`config.mk`:
```
export PLATFORM = sky130hd
export DESIGN_NAME = decoder_scan_n
export DESIGN_NICKNAME = d
export VERILOG_FILES = /design/src/rtl/decoder_scan_n.sv
export SDC_FILE = /design/constraint.sdc
export NUM_CORES = 1
export LEC_CHECK = 0
export BUFFER_PORTS_ARGS = -buffer_cell sky130_fd_sc_hd__buf_2
export CORE_AREA = 2 2 39 41
export CTS_BUF_LIST = sky130_fd_sc_hd__clkbuf_4 sky130_fd_sc_hd__clkbuf_8
export DETAILED_ROUTE_END_ITERATION = 7
export DIE_AREA = 0 0 41 43
export GPL_ROUTABILITY_DRIVEN = 0
export HOLD_SLACK_MARGIN = 0.02
export SLEW_MARGIN = 5
export SYNTH_ARGS = -nofsm -noshare
export SYNTH_HDL_FRONTEND = slang
export SYNTH_SLANG_ARGS = --single-unit
export TNS_END_PERCENT = 100
```
`constraint.sdc`:
```
create_clock -name clk -period 2.01 [get_ports clk]
set_clock_uncertainty 0.2 [all_clocks]
set_input_delay 0.1005 -clock clk [delete_from_list [all_inputs] [get_ports clk]]
set_output_delay 0.1005 -clock clk [all_outputs]
set_load 0.02 [all_outputs]
```
`src/rtl/decoder_scan_n.sv`:
```
// decoder_scan_n
//   Registered, parametrised one-hot decoder with an optional auto-scan
//   sequencer.
//   - Manual mode holds a loaded index.
//   - Scan mode walks the index through all outputs. Each index is held
//     for dwell+1 cycles.
//
// Optional feature macro: DECODER_SCAN_EN
//   Defined     : SCAN state, dwell counter, wrap pulse and busy flag.
//   Not defined : mode and dwell are ignored and the block behaves as if
//                 mode = 0. No dwell counter is built. wrap and busy are
//                 tied low.
//
// Ports
//   clk        in   system clock, rising edge
//   rst_n      in   asynchronous active-low reset
//   en         in   output enable (0 forces out to zero)
//   sel        in   [SEL_W]     index to load
//   sel_valid  in   load strobe for sel
//   mode       in   0 = manual hold, 1 = auto-scan
//   dwell      in   [DWELL_W]   cycles per scan step minus one, sampled live
//   out        out  [2^SEL_W]   registered one-hot output
//   idx        out  [SEL_W]     registered current index
//   wrap       out  one-cycle pulse when the scan index wraps N-1 -> 0
//   busy       out  high while in the SCAN state
module decoder_scan_n #(
  parameter int SEL_W   = 2,
  parameter int DWELL_W = 8
) (
  input  logic                    clk,
  input  logic                    rst_n,
  input  logic                    en,
  input  logic [SEL_W-1:0]        sel,
  input  logic                    sel_valid,
  input  logic                    mode,
  input  logic [DWELL_W-1:0]      dwell,
  output logic [(1<<SEL_W)-1:0]   out,
  output logic [SEL_W-1:0]        idx,
  output logic                    wrap,
  output logic                    busy
);

  localparam int N = 1 << SEL_W;

  typedef enum logic [1:0] {
    IDLE = 2'd0,
    HOLD = 2'd1,
    SCAN = 2'd2
  } state_t;

  state_t           state;
  state_t           nxt_state;
  logic [SEL_W-1:0] nxt_idx;
  logic             step;

`ifdef DECODER_SCAN_EN
  logic [DWELL_W-1:0] cnt;
`else
  logic unused_scan_inputs;
  assign unused_scan_inputs = ^{mode, dwell};
`endif

  // The next state depends only on en and mode at this edge.
  // A step needs SCAN both now and after the edge. Because of that, the
  // edge that leaves SCAN freezes idx, and the entry edge does not count
  // toward the dwell. The ">=" comparison means that lowering dwell below
  // the running count forces a step on the next edge. A load always wins
  // over a step.
  always_comb begin
    step = 1'b0;
`ifdef DECODER_SCAN_EN
    if (!en)
      nxt_state = IDLE;
    else if (mode)
      nxt_state = SCAN;
    else
      nxt_state = HOLD;
    step = (state == SCAN) && (nxt_state == SCAN) && !sel_valid && (cnt >= dwell);
`else
    nxt_state = en ? HOLD : IDLE;
`endif
    nxt_idx = idx;
    if (sel_valid)
      nxt_idx = sel;
    else if (step)
      nxt_idx = idx + SEL_W'(1);
  end

  // Single state register plus the registered outputs. out is derived from
  // the same next-index value that idx takes. This keeps out either zero
  // or exactly one-hot on every cycle, including the cycles where the
  // mode changes.
  always_ff @(posedge clk or negedge rst_n) begin
    if (!rst_n) begin
      state <= IDLE;
      idx   <= '0;
      out   <= '0;
`ifdef DECODER_SCAN_EN
      cnt   <= '0;
      wrap  <= 1'b0;
      busy  <= 1'b0;
`endif
    end else begin
      state <= nxt_state;
      idx   <= nxt_idx;
      if (nxt_state == IDLE)
        out <= '0;
      else
        out <= N'(1) << nxt_idx;
`ifdef DECODER_SCAN_EN
      wrap <= step && (&idx);
      busy <= (nxt_state == SCAN);
      // The counter restarts on a load, on a step, and whenever the block
      // is not scanning across this edge.
      if (sel_valid || step || state != SCAN || nxt_state != SCAN)
        cnt <= '0;
      else
        cnt <= cnt + DWELL_W'(1);
`endif
    end
  end

`ifndef DECODER_SCAN_EN
  assign wrap = 1'b0;
  assign busy = 1'b0;
`endif

endmodule

```
* Yosys cells after proc, flatten, opt, wreduce, memory -nomap -nowiden
Cells that the tools add are included.
Word-level totals: register bits 6, bits of input ports 15, logic and storage cells 7, output and inout bits 8
Cells by class: reductions and logical operators 1, shift-type cells 1, multiplexer cells 3
Operators by type and width (number):
- 4-bit two-way mux | 1
- 1-bit by 2-bit << shifter with 4-bit output (first input constant) | 1
- 2-bit logical NOT | 1
- 2-bit two-way mux | 1
- 1-bit two-way mux | 1

* Longest topological paths before layout
word-level depth 3, depth in mapped cells 2, gate-level depth less buffers 2

* Worst setup path after synthesis
OpenSTA, ideal clock, no wires.
path type register to register, start point reg idx[1], end point reg out[0], library setup time 101 ps, cell stages (with the launch flop) 3, path slack 874 ps, period minus slack after synthesis 1136 ps, data arrival time 836 ps, path buffers 0, data required time 1709 ps, path through dfrtp_1 > nand2b_1 > o32ai_1
Between the ends: word-level cells in the longest chain between the ends 3
Ends and longest elaborated chain:
- start: declaration | line 38 | output logic [SEL_W-1:0] idx,
- start signal: assignment | line 105 | idx <= nxt_idx;
- 2-bit two-way mux | line 83 | if (sel_valid)
- 1-bit by 2-bit << shifter with 4-bit output | line 109 | out <= N'(1) << nxt_idx;
- 4-bit two-way mux | line 106 | if (nxt_state == IDLE)
- end signal: assignment | line 109
- end: declaration | line 37 | output logic [(1<<SEL_W)-1:0] out,
No other way between the ends.

* Final worst setup path
start point in sel_valid, end point reg idx[1]
Between the ends: word-level cells in the longest chain between the ends 1
Ends and longest elaborated chain:
- start: declaration | line 34 | input logic sel_valid,
- 2-bit two-way mux | line 83
- net nxt_idx[1] | line 53 | logic [SEL_W-1:0] nxt_idx;
The timed path passes the listed nets, and every way through them passes these cells.

==> metrics.yaml <==
core_area_sq_um: 1380
crit_required_ps: 1940
clock_tree_from_tritoncts: "yes"
report.final.hold_viol_count: 0
yosys.cell_types.count: 10
cts_root_buf: "sky130_fd_sc_hd__clkbuf_4"
cts_buffer_depth: 2
htreeDepth: 1
grtUsageMet3_pct: 9.42
cp-start-kind: "input port"
grt.total_usage_pct: 8.36
finalCritPeriodShare_pct: 86.1
postLayoutCoreUtil_pct: 31.4
critical_path_arrival_ps: 1660
num_cts_buffers: 3
postCtsResizedCells: 0
power_switching_share_pct: 26.2
ir_drop_mv: 0.223
hold-path-cell-count: 2
design.portCount: 23
power_density_nw_per_um2: 712
syn_avg_cell_area_sq_um: 11.7
power.net_switching_uw: 81.1
fillers: 153
totalNegativeSetupSlack_ps: 0
status: "finished, final reports clean"
wl_microns: 549
syn2layout_area_growth_pct: 68.4
layout_min_cycle_time_ps: 1730
syn_inst: 22
finalSetupViolCount: 0
final_area_sq_um: 434
clkTransAtPathRegs_ps: 50
layout_nets: 61
grt_busiest_layer: "met2"
cellInternalPower_uw: 228
report.final.slew_viol_count: 0
drt_drc_violations_left: 0
timing.final.ws_setup_ps: 278
worst_r2r_startpoint: "idx[1]"
antenna_cells: 0
crit_fanout: 6
antenna_found_initial: 0
ant_nets: 0
drtIter0Drc: 1
portBuffers: 11
seq_area_frac_synth_pct: 58.3
die_y_microns: 43
drive_above_1_share_pct: 36.4
hold_path_class: "reg2reg"
leakage_uw: 0.000219
ys.warnings.count: 0
die_w_microns: 41
use_met2_pct: 11.6
fmax_mhz: 578
routed_via_density: 3.93
drt_first_pass_iters: 3
rr_endpoint: "out[0]"
min_from: "idx[1]"
detailedPlace.worstSlack_ps: 920
number_of_global_route_vias_before_repair: 216
grt_setup_unrepaired: "false"
share_clk_of_total_power_pct: 35.9
core.rowCount: 14
grt_overflow: 0
insertion_delay_ps: 240
critical_path_end_type: "register"
synth_seq_cells: 6
drv_cap: 0
worst-r2r-setup-slack_ps: 390
timing.reg2reg.worst_path_depth: 3
die_outline_area_sq_um: 1760
holdPathEnd: "out[3]"
dr_total_vias: 236
place_hpwl_microns: 417
syn-cell-area_sq_um: 258
routedWlPerCell_microns: 9.15
comb_power_share_pct: 20.8
initial_utilization_pct: 18.6
clock_sinks: 6
largest_net_degree_at_the_start_of_global_routing: 7
grt_util_met1_pct: 8.12
power.share.sequential_pct: 43.3
grt_pass1_wl_microns: 869
place_area_sq_um: 322
critPathKind: "in2reg"
==> worst max path at each step <==
stage | from | to | slack, ps | cells past startpoint
4_1_cts | sel_valid | idx[1] | 290 | 4
6_report | sel_valid | idx[1] | 280 | 4
2_1_floorplan | idx[1] | out[0] | 870 | 2
3_5_place_dp | idx[1] | out[0] | 920 | 2
3_3_place_gp | idx[1] | out[0] | 930 | 2
5_1_grt | sel[1] | out[0] | 230 | 5
==> per-stage QoR <==
step | std cells | hold slack (ps) | power [uW]
5_1_grt | 60 | 467 | 334
3_3_place_gp | 48 | -272 | 184
4_1_cts | 60 | 433 | 317
2_1_floorplan | 23 | -395 | 168
6_report | 60 | 433 | 309
3_5_place_dp | 48 | -266 | 186
==> sequential cells by signal (all words and copies together), names as in the netlist <==
register / count
idx: 2
out: 4
==> per-layer routing <==
layer / vias up / routed length, microns
met5: - / 0
met4: 0 / 0
met3: 0 / 71
met2: 12 / 283
met1: 107 / 194
li1: 117 / -
==> synth_stat cells, drive strengths merged <==
cell type / count / area (sq um)
or2b: 1 / 7.51
mux2: 1 / 11.3
dfrtp: 6 / 150
buf: 2 / 15.0
o32ai: 2 / 17.5
nand2: 4 / 15.0
nand2b: 3 / 18.8
conb: 1 / 3.75
o22ai: 2 / 18.8
==> worst max-delay path, stage by stage <==
cell	delay, ps
sky130_fd_sc_hd__dlygate4sd3_1	520
sky130_fd_sc_hd__buf_2	160
sky130_fd_sc_hd__mux2_2	330
sky130_fd_sc_hd__dlygate4sd3_1	550
==> repair_timing <==
action                    in CTS  in global routing
hold endpoints to repair      12                  0
setup buffers                  0                  0
hold buffers                   9                  0
==> logic make-up (layout without fill, tap and decap cells) <==
group	Yosys count	count (layout)	synth area share [%]
flip-flops	6	6	58.3
multiplexers	1	1	4.37
buffers and inverters	2	23	5.82
AO/OA/AOI/OAI	4	4	14.1
AND/OR/NAND/NOR	8	8	16.0
other	1	2	1.45
==> layout make-up <==
type	instances	area (sq um)	share of cell area, %
Tap cell	16	20.0	4.61
Clock buffer	3	22.5	5.19
Timing Repair Buffer	20	145	33.4
Sequential cell	6	150	34.6
Multi-Input combinational cell	15	96.3	22.2
==> power groups by stage <==
stage	clock [uW]	combinational (uW)	sequential [uW]
6_report	111	64.3	134
5_1_grt	130	69.5	135
4_1_cts	118	65.1	134
3_5_place_dp	0	49.9	136
3_3_place_gp	0	48.4	136
2_1_floorplan	0	20.8	147
==> placed cells by master (no fill, tap or decap), drive strengths merged <==
master       synthesis  layout
buf                  2      11
dlygate4sd3          0       9
dfrtp                6       6
nand2                4       4
nand2b               3       3
clkbuf               0       3
o32ai                2       2
conb                 1       2
o22ai                2       2
mux2                 1       1
or2b                 1       1
Power figures use the tool's default switching activity.
